--- src/rtl/bram_port_arbiter.sv ---
// Shares one single-port 8-bit bram between r0 (CPU) and r1 (loader), sequencing big-endian
// byte/word accesses. Define ARB_FIXED_PRIO_EN to make r0 win every simultaneous request.
module bram_port_arbiter #(
  parameter int ADDR_W     = 16,
  parameter int WORD_BYTES = 4
) (
  input  logic                    Clk,
  input  logic                    Rst_n,
  input  logic                    r0_req,
  input  logic                    r0_we,
  input  logic                    r0_word,
  input  logic [ADDR_W-1:0]       r0_addr,
  input  logic [8*WORD_BYTES-1:0] r0_wdata,
  output logic                    r0_ack,
  output logic [8*WORD_BYTES-1:0] r0_rdata,
  input  logic                    r1_req,
  input  logic                    r1_we,
  input  logic                    r1_word,
  input  logic [ADDR_W-1:0]       r1_addr,
  input  logic [8*WORD_BYTES-1:0] r1_wdata,
  output logic                    r1_ack,
  output logic [8*WORD_BYTES-1:0] r1_rdata,
  output logic                    busy,
  output logic                    mem_wea,
  output logic [ADDR_W-1:0]       mem_addr,
  output logic [7:0]              mem_dina,
  input  logic [7:0]              mem_douta
);
  localparam int DW = 8*WORD_BYTES;
  localparam int IW = $clog2(WORD_BYTES+1);

  typedef enum logic [1:0] {IDLE, WR, RD, DONE} state_t;
  typedef struct packed {
    logic              we;
    logic              word;
    logic [ADDR_W-1:0] addr;
    logic [DW-1:0]     wdata;
  } req_t;

  req_t [1:0]         cmd;
  logic [1:0]         req;
  state_t             state, state_nx;
  logic               gnt, gnt_nx, last_gnt;
  logic [IW-1:0]      idx, last_idx;
  logic [ADDR_W-1:0]  base, addr_q, cur_addr;
  logic [DW-1:0]      wd_sh, rd_word;
  logic [DW-9:0]      rd_sh;
  logic [1:0][DW-1:0] rdata_q;
  logic               rd_addr_phase, rd_last;

  assign req    = {r1_req, r0_req};
  assign cmd[0] = {r0_we, r0_word, r0_addr, r0_wdata};
  assign cmd[1] = {r1_we, r1_word, r1_addr, r1_wdata};

  assign cur_addr      = base + ADDR_W'(idx);
  assign rd_addr_phase = (idx <= last_idx);
  // douta lags the address by one cycle, so the last byte lands one cycle after the last address
  assign rd_last       = (idx == last_idx + IW'(1));
  assign rd_word       = {rd_sh, mem_douta};

  always_comb begin
    case (req)
      2'b10:   gnt_nx = 1'b1;
`ifdef ARB_FIXED_PRIO_EN
      2'b11:   gnt_nx = 1'b0;
`else
      2'b11:   gnt_nx = ~last_gnt;
`endif
      default: gnt_nx = 1'b0;
    endcase
  end

  always_ff @(posedge Clk) begin
    if (!Rst_n) state <= IDLE;
    else        state <= state_nx;
  end

  always_comb begin
    state_nx = state;
    case (state)
      IDLE:    if (|req) state_nx = cmd[gnt_nx].we ? WR : RD;
      WR:      if (idx == last_idx) state_nx = DONE;
      RD:      if (rd_last) state_nx = DONE;
      default: state_nx = IDLE;
    endcase
  end

  always_ff @(posedge Clk) begin
    if (!Rst_n) begin
      gnt      <= 1'b0;
      last_gnt <= 1'b1;
      idx      <= '0;
      last_idx <= '0;
      base     <= '0;
      addr_q   <= '0;
      wd_sh    <= '0;
      rd_sh    <= '0;
      rdata_q  <= '0;
    end else begin
      case (state)
        IDLE: if (|req) begin
          gnt      <= gnt_nx;
          base     <= cmd[gnt_nx].addr;
          last_idx <= cmd[gnt_nx].word ? IW'(WORD_BYTES-1) : '0;
          idx      <= '0;
          // byte writes are parked in the top lane so both sizes shift out MSB-first
          wd_sh    <= cmd[gnt_nx].word ? cmd[gnt_nx].wdata
                                       : {cmd[gnt_nx].wdata[7:0], {(DW-8){1'b0}}};
          rd_sh    <= '0;
        end
        WR: begin
          addr_q <= cur_addr;
          idx    <= idx + IW'(1);
          wd_sh  <= wd_sh << 8;
        end
        RD: begin
          if (rd_addr_phase) addr_q <= cur_addr;
          if (idx != '0)     rd_sh  <= rd_word[DW-9:0];
          if (rd_last)       rdata_q[gnt] <= rd_word;
          idx <= idx + IW'(1);
        end
        DONE:    last_gnt <= gnt;
        default: ;
      endcase
    end
  end

  always_comb begin
    mem_wea  = (state == WR);
    mem_addr = addr_q;
    if (state == WR || (state == RD && rd_addr_phase)) mem_addr = cur_addr;
    mem_dina = wd_sh[DW-1 -: 8];
    busy     = (state != IDLE);
    r0_ack   = (state == DONE) && !gnt;
    r1_ack   = (state == DONE) && gnt;
    r0_rdata = rdata_q[0];
    r1_rdata = rdata_q[1];
  end
endmodule
--- config.mk ---
export PLATFORM = sky130hd
export DESIGN_NAME = bram_port_arbiter
export DESIGN_NICKNAME = d
export VERILOG_FILES = /design/src/rtl/bram_port_arbiter.sv
export SDC_FILE = /design/constraint.sdc
export NUM_CORES = 1
export LEC_CHECK = 0
export BUFFER_PORTS_ARGS = -buffer_cell sky130_fd_sc_hd__buf_2
export CORE_UTILIZATION = 52
export DETAILED_ROUTE_END_ITERATION = 10
export GPL_ROUTABILITY_DRIVEN = 0
export PLACE_DENSITY = 0.82
export RECOVER_POWER = 25
export SETUP_SLACK_MARGIN = 0.4
export SLEW_MARGIN = 5
export SYNTH_ARGS = -nofsm -noshare
export SYNTH_HDL_FRONTEND = slang
export SYNTH_SLANG_ARGS = --single-unit
export TNS_END_PERCENT = 10
--- constraint.sdc ---
create_clock -name Clk -period 2.2 [get_ports Clk]
set_input_delay 0.22 -clock Clk [delete_from_list [all_inputs] [get_ports Clk]]
set_output_delay 0.22 -clock Clk [all_outputs]
set_load 0.05 [all_outputs]
### Word-level counts from Yosys, hierarchy flattened

Index checks and enable logic that the tools add are counted.

* register bits after elaboration: 162
* input bits: 112
* output and inout bits: 92
* logic and storage cells: 76

* add/subtract/negate cells: 3
* magnitude comparators: 4
* equality and inequality tests: 12
* multiplexer cells: 23
* bitwise operators: 1
* reduce and logical (&&, ||, !) cells: 22

Operator list (number)
* $mux W50: 2
* $mux W32: 3
* $bwmux W64: 1
* $pmux W32 S2: 1
* $mux W24: 2
* $pmux W24 S2: 1
* $demux W32 S1: 1
* $mux W16: 2
* $pmux W16 S2: 1
* $add A16 B3 Y16: 1
* $mux W2: 5
* $reduce_and A2 Y1: 5
* $reduce_bool A2 Y1: 5
* $eq A2 B2 Y1 const B: 4
* $ne A2 B2 Y1 const B: 4
* $add A3 B1 Y3 const B: 2
* $eq A3 B3 Y1: 2
* $pmux W2 S3: 1
* $pmux W3 S2: 1
* $reduce_and A3 Y1: 2
* $logic_and A1 B1 Y1: 4
* $lt A1 B2 Y1 const B: 2
* $reduce_or A2 Y1: 2
* $le A3 B3 Y1: 1
* 10 further kinds: 10

### Logic depth before layout (Yosys ltp)

Gate-level depths: netlist of run 1.

* word-level depth: 7
* depth in mapped cells: 9
* depth with buffers taken out: 6

### Worst setup path before layout of run 1

No wires, ideal clock.

* kind: reg2out
* start: register state[1]
* end: output mem_addr[13]
* arrival time: 2620 ps
* data required time: 1980 ps
* path slack: -640 ps
* stages on the path, launching flop included: 8
* buffers on the path: 3
* path through: dfxtp_1 -> inv_1 -> ha_1 -> clkbuf_1 -> buf_2 -> clkbuf_1 -> a211oi_1 -> a31oi_1

* elaborated cells on any way between the ends: 5
* those cells by class: eq/ne: 2; mux: 1; reduce/logical: 2

RTL lines
* from (decl): RTL line 42 `state_t state, state_nx;`
* from (signal assigned): RTL line 75 `else state <= state_nx;`
* $eq A2 B1 Y1
* via mem_wea: RTL line 24 `output logic mem_wea,`
* $logic_or A1 B1 Y1: RTL line 131 `if (state == WR || (state == RD && rd_addr_phase)) mem_addr = cur_addr;`
* $mux W16: RTL line 131
* to (decl): RTL line 25 `output logic [ADDR_W-1:0] mem_addr,`

The timed path passes the listed nets, and every way through them passes these cells.

### Final worst setup path of run 1

* start: register idx[0]
* end: output mem_addr[10]

* cells in the longest elaborated chain, start to end: 4
* elaborated cells on any way between the ends: 5
* those cells by class: add/sub: 1; order compare: 1; mux: 1; reduce/logical: 2

Ends and longest elaborated chain
* from (decl): RTL line 44 `logic [IW-1:0] idx, last_idx;`
* from (signal assigned): RTL line 113 `idx <= idx + IW'(1);`
* from (signal assigned): RTL line 120 `idx <= idx + IW'(1);`
* parallel branches: the longest is 3 deep, another holds $add A16 B3 Y16
* $mux W16 (*): RTL line 131

Mark *: on every way between the ends.

==> flow_summary_export.csv, run 1 <==
group,metric,value,unit
status,status,"finished with violations",
status,violations,"setup timing",
global_route,overflow,0,
pwr,power_frac_seq,26.2,%
drt,route.detailed.drc,0,
min_path,hold_depth,3,
critical_path,cp.required,1980,ps
global_route,grt_usage,28.12,%
cts,cts_tree,"yes",
finish,final_cell_mix,"153 x dfxtp_1, 133 x buf_2, 113 x nor2_1",
finish,instances_no_fill,1191,
pwr,p_comb_share,55.3,%
logic_synthesis,synth_edf_count,0,
placed_design,postPlaceCellArea,8847,um^2
logic_synthesis,synth_top_area_share,43.89,%
critical_path,cpMostUsedCell,"a21oi_4",
drt,wl_per_cell,18.26,um
placed_design,dpl.cell_count,1128,
pwr,power.share.switching,43.64,%
critical_path,worstSetupPathType,"reg2out",
logic_synthesis,netlist_area,7298,um^2
floorplan,fp.dieW,120.5,um
cts,cts_hold_buf,0,
drt,vias_per_cell,5.848,
logic_synthesis,yosysSeqAreaShare,43.89,%
cts,cts.sinks,160,
pwr,switching_power,0.006148,W
pwr,powerDensity,1411,nW/um^2
cts,clk_pin_slew_worst_paths,60,ps
finish,layout_commonest_cell,"dfxtp_1",
finish,multiInputGateArea,4252,um^2
floorplan,core-area,13450,um^2
critical_path,slowest_stage,"fa_2",
global_route,antenna_found_initial,0,
critical_path,cp-start-kind,"flop",
floorplan,rows,42,
finish,fillers,943,
finish,antenna-diode-count,0,
logic_synthesis,synthArstFlopShare,0,%
finish,final_nets,1131,
critical_path,cp.arrival,2340,ps
cts,cts_buffers,17,
cts,clockRootBuffer,"clkbuf_16",
min_path,hold_path.class,"in2reg",
placed_design,io_buffers,203,
critical_path,end_kind,"output port",
drt,vias,6965,
finish,areaGrowthSynthToFinish,36.79,%
logic_synthesis,synthDistinctLibCells,49,
drt,dr.first_iter.drc_count,507,
drt,first_pass_iters,5,
logic_synthesis,syn_avg_cell_area,9.381,um^2
logic_synthesis,synth_top_cells_by_area,"dfxtp_1 44%, mux2i_1 14%, nor2_1 5.9%",
critical_path,path_cells,"ha_4, fa_2, a21oi_4, nor3_1, xnor2_1, buf_4, a21oi_4, buf_6",
global_route,grt_max_degree,66,
floorplan,initial_core_util,54.25,%
logic_synthesis,yosysTopAreaCell,"dfxtp_1",
flow_run,maxCapViolations,0,
pwr,ir_worst_vdd,773.2,uV
placed_design,dp_hpwl,12670,um
logic_synthesis,synth_nets,903,
floorplan,io_pins,204,
logic_synthesis,ys_ff_latch,160,
sta,rsz0062_at_grt,"true",
pwr,p_clk_share,18.5,%
critical_path,max_stage_delay,390,ps
global_route,grt_pass1_vias,6581,
logic_synthesis,synth_flop_cell,"dfxtp_1",
drt,final_antenna_net_count,0,
global_route,grt_pass1_wl,32420,um
critical_path,crit_fanout,6,
logic_synthesis,postSynthCellCount,778,
cts,cts_buffer_depth,2,
finish,regArea,3222,um^2
floorplan,die_area,14510,um^2
sta,finalHoldViolations,0,
sta,setup_violations,28,
sta,fin_ws,-356.9,ps
pwr,p_int,0.007940,W
sta,finalSetupTns,-4202,ps
finish,design_area,9983,um^2
pwr,power_leakage,4.438,nW
sta,fmaxAchievable,391.1,MHz
sta,slew_viol_final,0,
pwr,p_total,0.01409,W
cts,htreeDepth,4,
drt,drt-total-wl,21750,um
floorplan,die_h,120.5,um
logic_synthesis,synth_warnings,0,
finish,final_util,74.21,%
sta,slew_headroom,36.53,%
sta,tightest_slew,947.9,ps
critical_path,r2r_cells,7,
sta,min_period,2557,ps
sta,worst_clock_skew,5.974,ps
finish,drive_gt1_share,33.30,%
cts,clk_latency,420,ps
sta,min_period_over_period,116.2,%
==> final timing paths <==
path,from,end,slack (ps)
worst max register to register,state[0]$_SDFFE_PN0P_,rd_sh[21]$_SDFFE_PN0P_,-40
worst max-delay path,idx[0]$_SDFFE_PN0P_,mem_addr[10],-360
worst min-delay path,mem_douta[3],r1_rdata[3]$_SDFFE_PN0P_,80
worst min register to register,addr_q[1]$_SDFFE_PN0P_,addr_q[1]$_SDFFE_PN0P_,480
==> cell usage after synthesis (3+ instances only) <==
cell / count
nor3b_1: 3
buf_4: 12
nand3_1: 8
a21oi_1: 64
xnor2_1: 11
or3_1: 17
o31ai_1: 13
nand2b_1: 4
mux2i_1: 105
o21a_1: 3
a31oi_1: 4
a22o_1: 8
nor2b_1: 14
a32o_1: 8
nor2_1: 115
dfxtp_1: 160
clkbuf_1: 34
ha_1: 12
a22oi_1: 24
mux2_2: 5
a211oi_1: 33
inv_1: 10
a211o_1: 11
nor3_1: 5
nand2_1: 15
o21ai_0: 20
buf_2: 23
o2bb2ai_1: 8
==> per-stage QoR <==
step                      hold WS, ps  worst slack [ps]
final                           75.47            -356.9
after global routing            75.91            -458.2
after CTS                       68.84            -309.3
after detailed placement        457.7            -56.63
after global placement          449.3             70.43
after floorplan                 363.9             259.1
==> timing repair <==
item | in CTS | in global routing
endpoints found under the hold margin | 0 | 0
gates resized for setup | 75 | 23
endpoints found under the setup margin | 151 | 161
buffers inserted | 16 | 15
pin swaps | 26 | 9
gates cloned | 1 | 3
==> critical path, delay by kind of cell, from the launching register on <==
kind / cells / cell delay (ps)
and+or+nand+nor: 1 / 120
xor gates and xnor gates: 1 / 250
AOI/OAI and AO/OA: 2 / 310
adders and majority gates: 2 / 550
buffers and inverters: 2 / 330
DFF: 1 / 350
==> layout make-up <==
type | instances | area share (%)
Multi-Input combinational cell | 540 | 42.59
Sequential cell | 160 | 32.27
Timing Repair Buffer | 277 | 17.48
Clock buffer | 22 | 4.650
Tap cell | 176 | 2.206
Inverter | 10 | 0.4136
Clock inverter | 6 | 0.3885
==> logic make-up (layout without fill, tap and decap cells) <==
logic type                 count (synthesis)  after routing  synth area share (%)
buffers and inverters                     79            315                 5.075
AOI/OAI and AO/OA                        205            205                 19.00
xor gates and xnor gates                  12             12                 1.440
muxes                                    110            110                 15.17
DFF                                      160            160                 43.89
adders and majority gates                 13             13                 2.332
and+or+nand+nor                          199            200                 13.10
==> power by group through the flow <==
stage,sequential [W],combinational (W),clock (W)
after floorplan,0.00371,0.00487,0
after global placement,0.00370,0.00610,0
after CTS,0.00367,0.00714,0.00261
final,0.00370,0.00779,0.00260
after global routing,0.00373,0.00821,0.00273
after detailed placement,0.00372,0.00619,0
==> registers in the layout, indices dropped and copies added (netlist names) <==
signal    count
idx           3
last_idx      1
state         2
r1_rdata     32
r0_rdata     32
rd_sh        24
last_gnt      1
addr_q       16
gnt           1
base         16
wd_sh        32
==> per-layer routing <==
layer | track usage (%) | up-vias | wire length [um]
met1 | 32.72 | 3345 | 8632
met4 | 11.73 | 0 | 613
met5 | 0 | - | 0
met2 | 48.24 | 310 | 10980
li1 | - | 3251 | -
met3 | 8.066 | 59 | 1521
(Power assumes the default switching activity.)
==> inputs of run 2 (changes only) <==
CORE_UTILIZATION = 47   (was 52)
PLACE_DENSITY = 0.78   (was 0.82)
clock period = 2.3 ns   (was 2.2 ns; I/O delays follow)
==> run 2 against run 1 <==
Against the previous run:
- the run still ends with setup timing left
- first-iteration DRC count shrank 17%
- die area grew 10%
- sequential share of layout area grew 0.66 points
- setup slack gained 97 ps
- hold slack gained 4.8 ps
- largest power group unchanged
- clock power grew 8.8%
- count of clock-buffer cells in the layout shrank 4
- flip-flop and latch count is the same
- final area shrank 1.7%
- routed wire length shrank 7.7%
- cell count shrank 0.67%
==> flow_summary_export.csv, run 2 (synthesis gave the netlist of run 1 again) <==
group,metric,value,unit
min_path,hold_depth,3,
min_path,hp-start,"mem_douta[6]",
global_route,grt_pass1_wl,31360,um
sta,min_period,2560,ps
finish,layout_commonest_cell,"dfxtp_1",
critical_path,max_stage_delay,390,ps
min_path,holdPathEnd,"r0_rdata[6]$_SDFFE_PN0P_",
sta,rsz0062_at_grt,"true",
sta,slew_headroom,55.79,%
sta,setup_violations,14,
cts,cts_buffers,17,
critical_path,slowest_stage,"fa_2",
sta,min_period_over_period,111.3,%
pwr,p_comb_share,51.6,%
cts,cts_buffer_depth,2,
floorplan,core-area,15200,um^2
critical_path,r2r_cells,7,
sta,slew_viol_final,0,
critical_path,path_cells,"ha_4, fa_2, a21oi_4, nor3b_1, xnor2_1, buf_4, a21oi_4, buf_6",
drt,route.detailed.drc,0,
placed_design,io_buffers,203,
critical_path,cp.arrival,2330,ps
global_route,grt_pass1_vias,6424,
drt,vias_per_cell,5.655,
cts,clockRootBuffer,"clkbuf_16",
cts,cts_tree,"yes",
critical_path,worstSetupPathType,"reg2out",
pwr,p_clk_share,21.5,%
critical_path,cp-start-kind,"flop",
floorplan,fp.dieW,126.6,um
sta,finalHoldViolations,0,
global_route,antenna_found_initial,0,
finish,final_nets,1107,
cts,clk_latency,420,ps
sta,fin_ws,-259.9,ps
sta,tightest_slew,666.0,ps
floorplan,initial_core_util,48.01,%
placed_design,postPlaceCellArea,8767,um^2
finish,antenna-diode-count,0,
global_route,grt_usage,24.50,%
critical_path,reg2reg_to,"addr_q[3]$_SDFFE_PN0P_",
critical_path,crit_fanout,6,
finish,final_cell_mix,"150 x dfxtp_1, 128 x buf_2, 112 x nor2_1",
sta,fmaxAchievable,390.6,MHz
drt,dr.first_iter.drc_count,422,
floorplan,die_h,126.6,um
global_route,grt_max_degree,77,
status,status,"finished with violations",
pwr,power_frac_seq,26.9,%
cts,clk_pin_slew_worst_paths,60,ps
finish,instances_no_fill,1183,
drt,first_pass_iters,7,
drt,vias,6690,
finish,drive_gt1_share,31.06,%
drt,wl_per_cell,16.98,um
critical_path,cp.required,2070,ps
min_path,hold_path.class,"in2reg",
floorplan,rows,45,
pwr,power.share.switching,43.08,%
critical_path,path_buf_inv,2,
finish,final_util,64.58,%
placed_design,dp_hpwl,12970,um
pwr,p_int,0.007502,W
critical_path,regToRegSetupSlack,410,ps
pwr,ir_worst_vdd,1222,uV
drt,final_antenna_net_count,0,
finish,areaGrowthSynthToFinish,34.53,%
critical_path,cpMostUsedCell,"a21oi_4",
pwr,switching_power,0.005678,W
critical_path,end_kind,"output port",
floorplan,io_pins,204,
pwr,powerDensity,1342,nW/um^2
flow_run,maxCapViolations,0,
floorplan,die_area,16030,um^2
status,violations,"setup timing",
critical_path,cp_top_family,"adder cells",
pwr,power_leakage,4.325,nW
critical_path,worstReg2RegStart,"state[0]$_SDFFE_PN0P_",
sta,worst_clock_skew,6.845,ps
placed_design,preCtsSetupSlack,42.54,ps
cts,cts_hold_buf,0,
sta,finalSetupTns,-2013,ps
drt,drt-total-wl,20090,um
global_route,overflow,0,
placed_design,dpl.cell_count,1129,
finish,design_area,9818,um^2
cts,htreeDepth,4,
cts,cts.sinks,160,
run 2: final cells by class:
class	instances	area [um^2]
well taps	188	235.2
inverters	10	41.29
clock inverters	14	153.9
multi-input cells	539	4183
repair buffers	254	1533
fillers	1188	5384
flip-flops and latches	160	3233
clock buffers	18	439.2
run 2: worst max path at each step:
stage                         endpoint             startpoint  cells past startpoint  slack [ps]
final                      mem_addr[8]    idx[0]$_SDFFE_PN0P_                      8        -260
after global placement    mem_addr[15]  state[0]$_SDFFE_PN0P_                      7          80
after detailed placement  mem_addr[15]  state[0]$_SDFFE_PN0P_                      7          40
after floorplan           mem_addr[11]    idx[2]$_SDFFE_PN0P_                      5         350
after CTS                 mem_addr[14]    idx[0]$_SDFFE_PN0P_                      8        -170
after global routing       mem_addr[8]    idx[0]$_SDFFE_PN0P_                      8        -350
run 2: worst register-to-register path, cell delays in order, from the launching register on:
cell and delay (ps):
dfxtp_4 360, inv_2 90, ha_1 180, buf_4 170
nand2b_1 130, or3_4 410, a211o_1 310, a21oi_1 170
run 2: layer usage:
metal / part of all wire (%) / vias to the layer above / GRT usage [%]
li1: - / 3217 / -
met3: 6.9 / 46 / 7.803
met5: 0 / - / 0
met2: 48 / 244 / 42.74
met4: 2.1 / 0 / 7.371
met1: 43 / 3183 / 28.65
run 2: what timing repair did:
item,CTS,global route
pin swaps,9,7
cloned,0,0
setup buffers,13,9
resized for setup,70,25
endpoints found under the setup margin,89,132
run 2: metrics by stage:
stage          hold WS (ps)  power, W
4_1_cts               67.50   0.01301
3_5_place_dp          449.0  0.009365
5_1_grt               68.39   0.01383
6_report              80.31   0.01318
3_3_place_gp          447.0  0.009308
2_1_floorplan         373.9  0.008213
run 2: power by group through the flow:
| stage | combinational [W] | sequential [W] | clock, W |
|---|---|---|---|
| detailed placement | 0.00581 | 0.00356 | 0 |
| CTS | 0.00662 | 0.00351 | 0.00287 |
| global placement | 0.00576 | 0.00355 | 0 |
| global route | 0.00725 | 0.00358 | 0.00300 |
| floorplan | 0.00466 | 0.00355 | 0 |
| finish | 0.00681 | 0.00354 | 0.00283 |
==> inputs of run 3 (changes only) <==
BUFFER_PORTS_ARGS = -buffer_cell sky130_fd_sc_hd__buf_4   (was -buffer_cell sky130_fd_sc_hd__buf_2)
HOLD_SLACK_MARGIN = 0.06   (was unset)
==> run 3 against run 2 <==
Against the previous run:
- the flow still finishes with violations (setup timing)
- setup slack gained 6.2 ps
- utilization grew 3.3 points
- die area is the same
- hold slack gained 30 ps
- flip-flop and latch count is the same
- routed wire length grew 5.5%
- largest power group unchanged
- highest routed layer unchanged
==> flow_summary_export.csv, run 3 (synthesis gave the netlist of run 1 again) <==
group,metric,value,unit
status,status,"finished with violations",
status,violations,"setup timing",
drt,final_antenna_net_count,0,
flow_run,maxCapViolations,0,
pwr,p_total,0.01342,W
global_route,met3_usage,7.803,%
critical_path,cp-start-kind,"flop",
cts,clockRootBuffer,"clkbuf_16",
sta,worst_clock_skew,5.256,ps
cts,cts_tree,"yes",
finish,layout_commonest_cell,"buf_4",
critical_path,max_stage_delay,530,ps
drt,wl_per_cell,17.74,um
pwr,powerDensity,1301,nW/um^2
cts,cts_buffer_depth,2,
critical_path,slowest_stage,"a211oi_1",
sta,rsz0062_at_grt,"true",
global_route,grt_max_degree,120,
finish,fillers,1155,
floorplan,core-area,15200,um^2
drt,drt-total-wl,21190,um
sta,slew_headroom,50.84,%
cts,cts_buffers,17,
global_route,antenna_found_initial,0,
global_route,grt_pass1_wl,32510,um
finish,final_nets,1118,
critical_path,cp.arrival,2320,ps
sta,min_period,2554,ps
global_route,grt_usage,25.46,%
placed_design,preCtsSetupSlack,54.92,ps
critical_path,worstSetupPathType,"reg2out",
global_route,grt-busiest-layer,"met2",
pwr,power_leakage,4.518,nW
cts,cts.sinks,160,
finish,antenna-diode-count,0,
sta,finalHoldViolations,0,
floorplan,rows,45,
placed_design,io_buffers,203,
placed_design,dp_hpwl,13230,um
drt,first_pass_iters,7,
floorplan,die_h,126.6,um
finish,final_cell_mix,"171 x buf_4, 151 x dfxtp_1, 113 x nor2_1",
sta,tightest_slew,735.8,ps
cts,clk_pin_slew_worst_paths,60,ps
sta,fmaxAchievable,391.6,MHz
cts,clk_latency,430,ps
floorplan,die_area,16030,um^2
global_route,overflow,0,
floorplan,io_pins,204,
critical_path,end_kind,"output port",
global_route,grt_pass1_vias,6467,
critical_path,cp.required,2070,ps
finish,instances_no_fill,1194,
sta,min_period_over_period,111.0,%
global_route,gr-usage-met1,29.90,%
finish,drive_gt1_share,31.61,%
critical_path,path_cells,"inv_2, ha_4, nor2b_4, o21ai_4, buf_4, a211oi_1, a21oi_4, buf_6",
min_path,hold_path.class,"in2reg",
sta,slew_viol_final,0,
drt,route.detailed.drc,0,
drt,vias_per_cell,5.699,
cts,htreeDepth,4,
finish,multiInputGateArea,4273,um^2
sta,fin_ws,-253.7,ps
finish,areaGrowthSynthToFinish,41.30,%
drt,vias,6805,
critical_path,crit_fanout,12,
sta,setup_violations,16,
floorplan,initial_core_util,48.01,%
placed_design,dpl.cell_count,1128,
floorplan,fp.dieW,126.6,um
pwr,ir_worst_vdd,1277,uV
drt,dr.first_iter.drc_count,687,
global_route,grtUsageMet2,43.68,%
finish,regArea,3224,um^2
run 3: cell count changes in the layout (fill, tap and decap cells not counted), moves of 3 or more:
cell / before / now
a211oi_1: 29 / 26
buf_2: 128 / 0
buf_4: 41 / 171
clkbuf_8: 1 / 4
clkinv_2: 4 / 1
clkinv_4: 2 / 5
dfxtp_4: 7 / 4
dlygate4sd3_1: 0 / 8
run 3: routing by layer:
metal	vias up	share of wire, %
li1	3243	-
met1	3248	41
met2	278	49
met3	36	8.0
met4	0	2.2
met5	-	0
run 3: what timing repair did:
item | CTS | global route
gates cloned | 1 | 0
pin swaps | 8 | 12
endpoints found under the hold margin | 15 | 0
hold buffers | 8 | 0
buffers inserted | 11 | 14
gates resized for setup | 49 | 29
endpoints found under the setup margin | 84 | 121
run 3: critical path, delay by kind of cell, from the launching register on:
family | cells | cell delay (ps)
AOI/OAI and AO/OA | 3 | 670
adders and majority gates | 1 | 260
buffers and inverters | 3 | 440
DFF | 1 | 350
and+or+nand+nor | 1 | 160
run 3: final timing paths:
kind              cells after the start  slack (ps)                      to                      from
hold reg to reg                       1         470   wd_sh[4]$_SDFFE_PN0P_     wd_sh[4]$_SDFFE_PN0P_
setup reg to reg                      8         390  addr_q[6]$_SDFFE_PN0P_     state[0]$_SDFFE_PN0P_
hold / removal                        3         110   wd_sh[2]$_SDFFE_PN0P_               r0_wdata[2]
setup / recovery                      8        -250            mem_addr[14]  last_idx[0]$_SDFFE_PN0P_
run 3: metrics by stage:
step                hold WS [ps]  instance area (um^2)  util (%)  setup TNS, ps
floorplan                  373.9                  7614         -              0
global placement           452.9                  9280     61.05              0
detailed placement         451.6                  9280     61.05              0
CTS                        103.5                 10280     67.60          -2238
global route               125.9                 10310     67.84          -2714
finish                     109.9                 10310     67.84          -1963
run 3: layout make-up:
| cell class | instances | area share, % |
|---|---|---|
| Sequential cell | 160 | 31.27 |
| Clock buffer | 21 | 4.659 |
| Multi-Input combinational cell | 540 | 41.43 |
| Inverter | 10 | 0.3761 |
| Timing Repair Buffer | 264 | 18.82 |
| Tap cell | 188 | 2.281 |
| Clock inverter | 11 | 1.165 |
run 3: power breakdown:
group / internal, W / total, W / switching [W]
Clock: 0.00164 / 0.00285 / 0.00122
Sequential: 0.00322 / 0.00355 / 0.000328
Combinational: 0.00270 / 0.00702 / 0.00432
Total: 0.00755 / 0.0134 / 0.00587
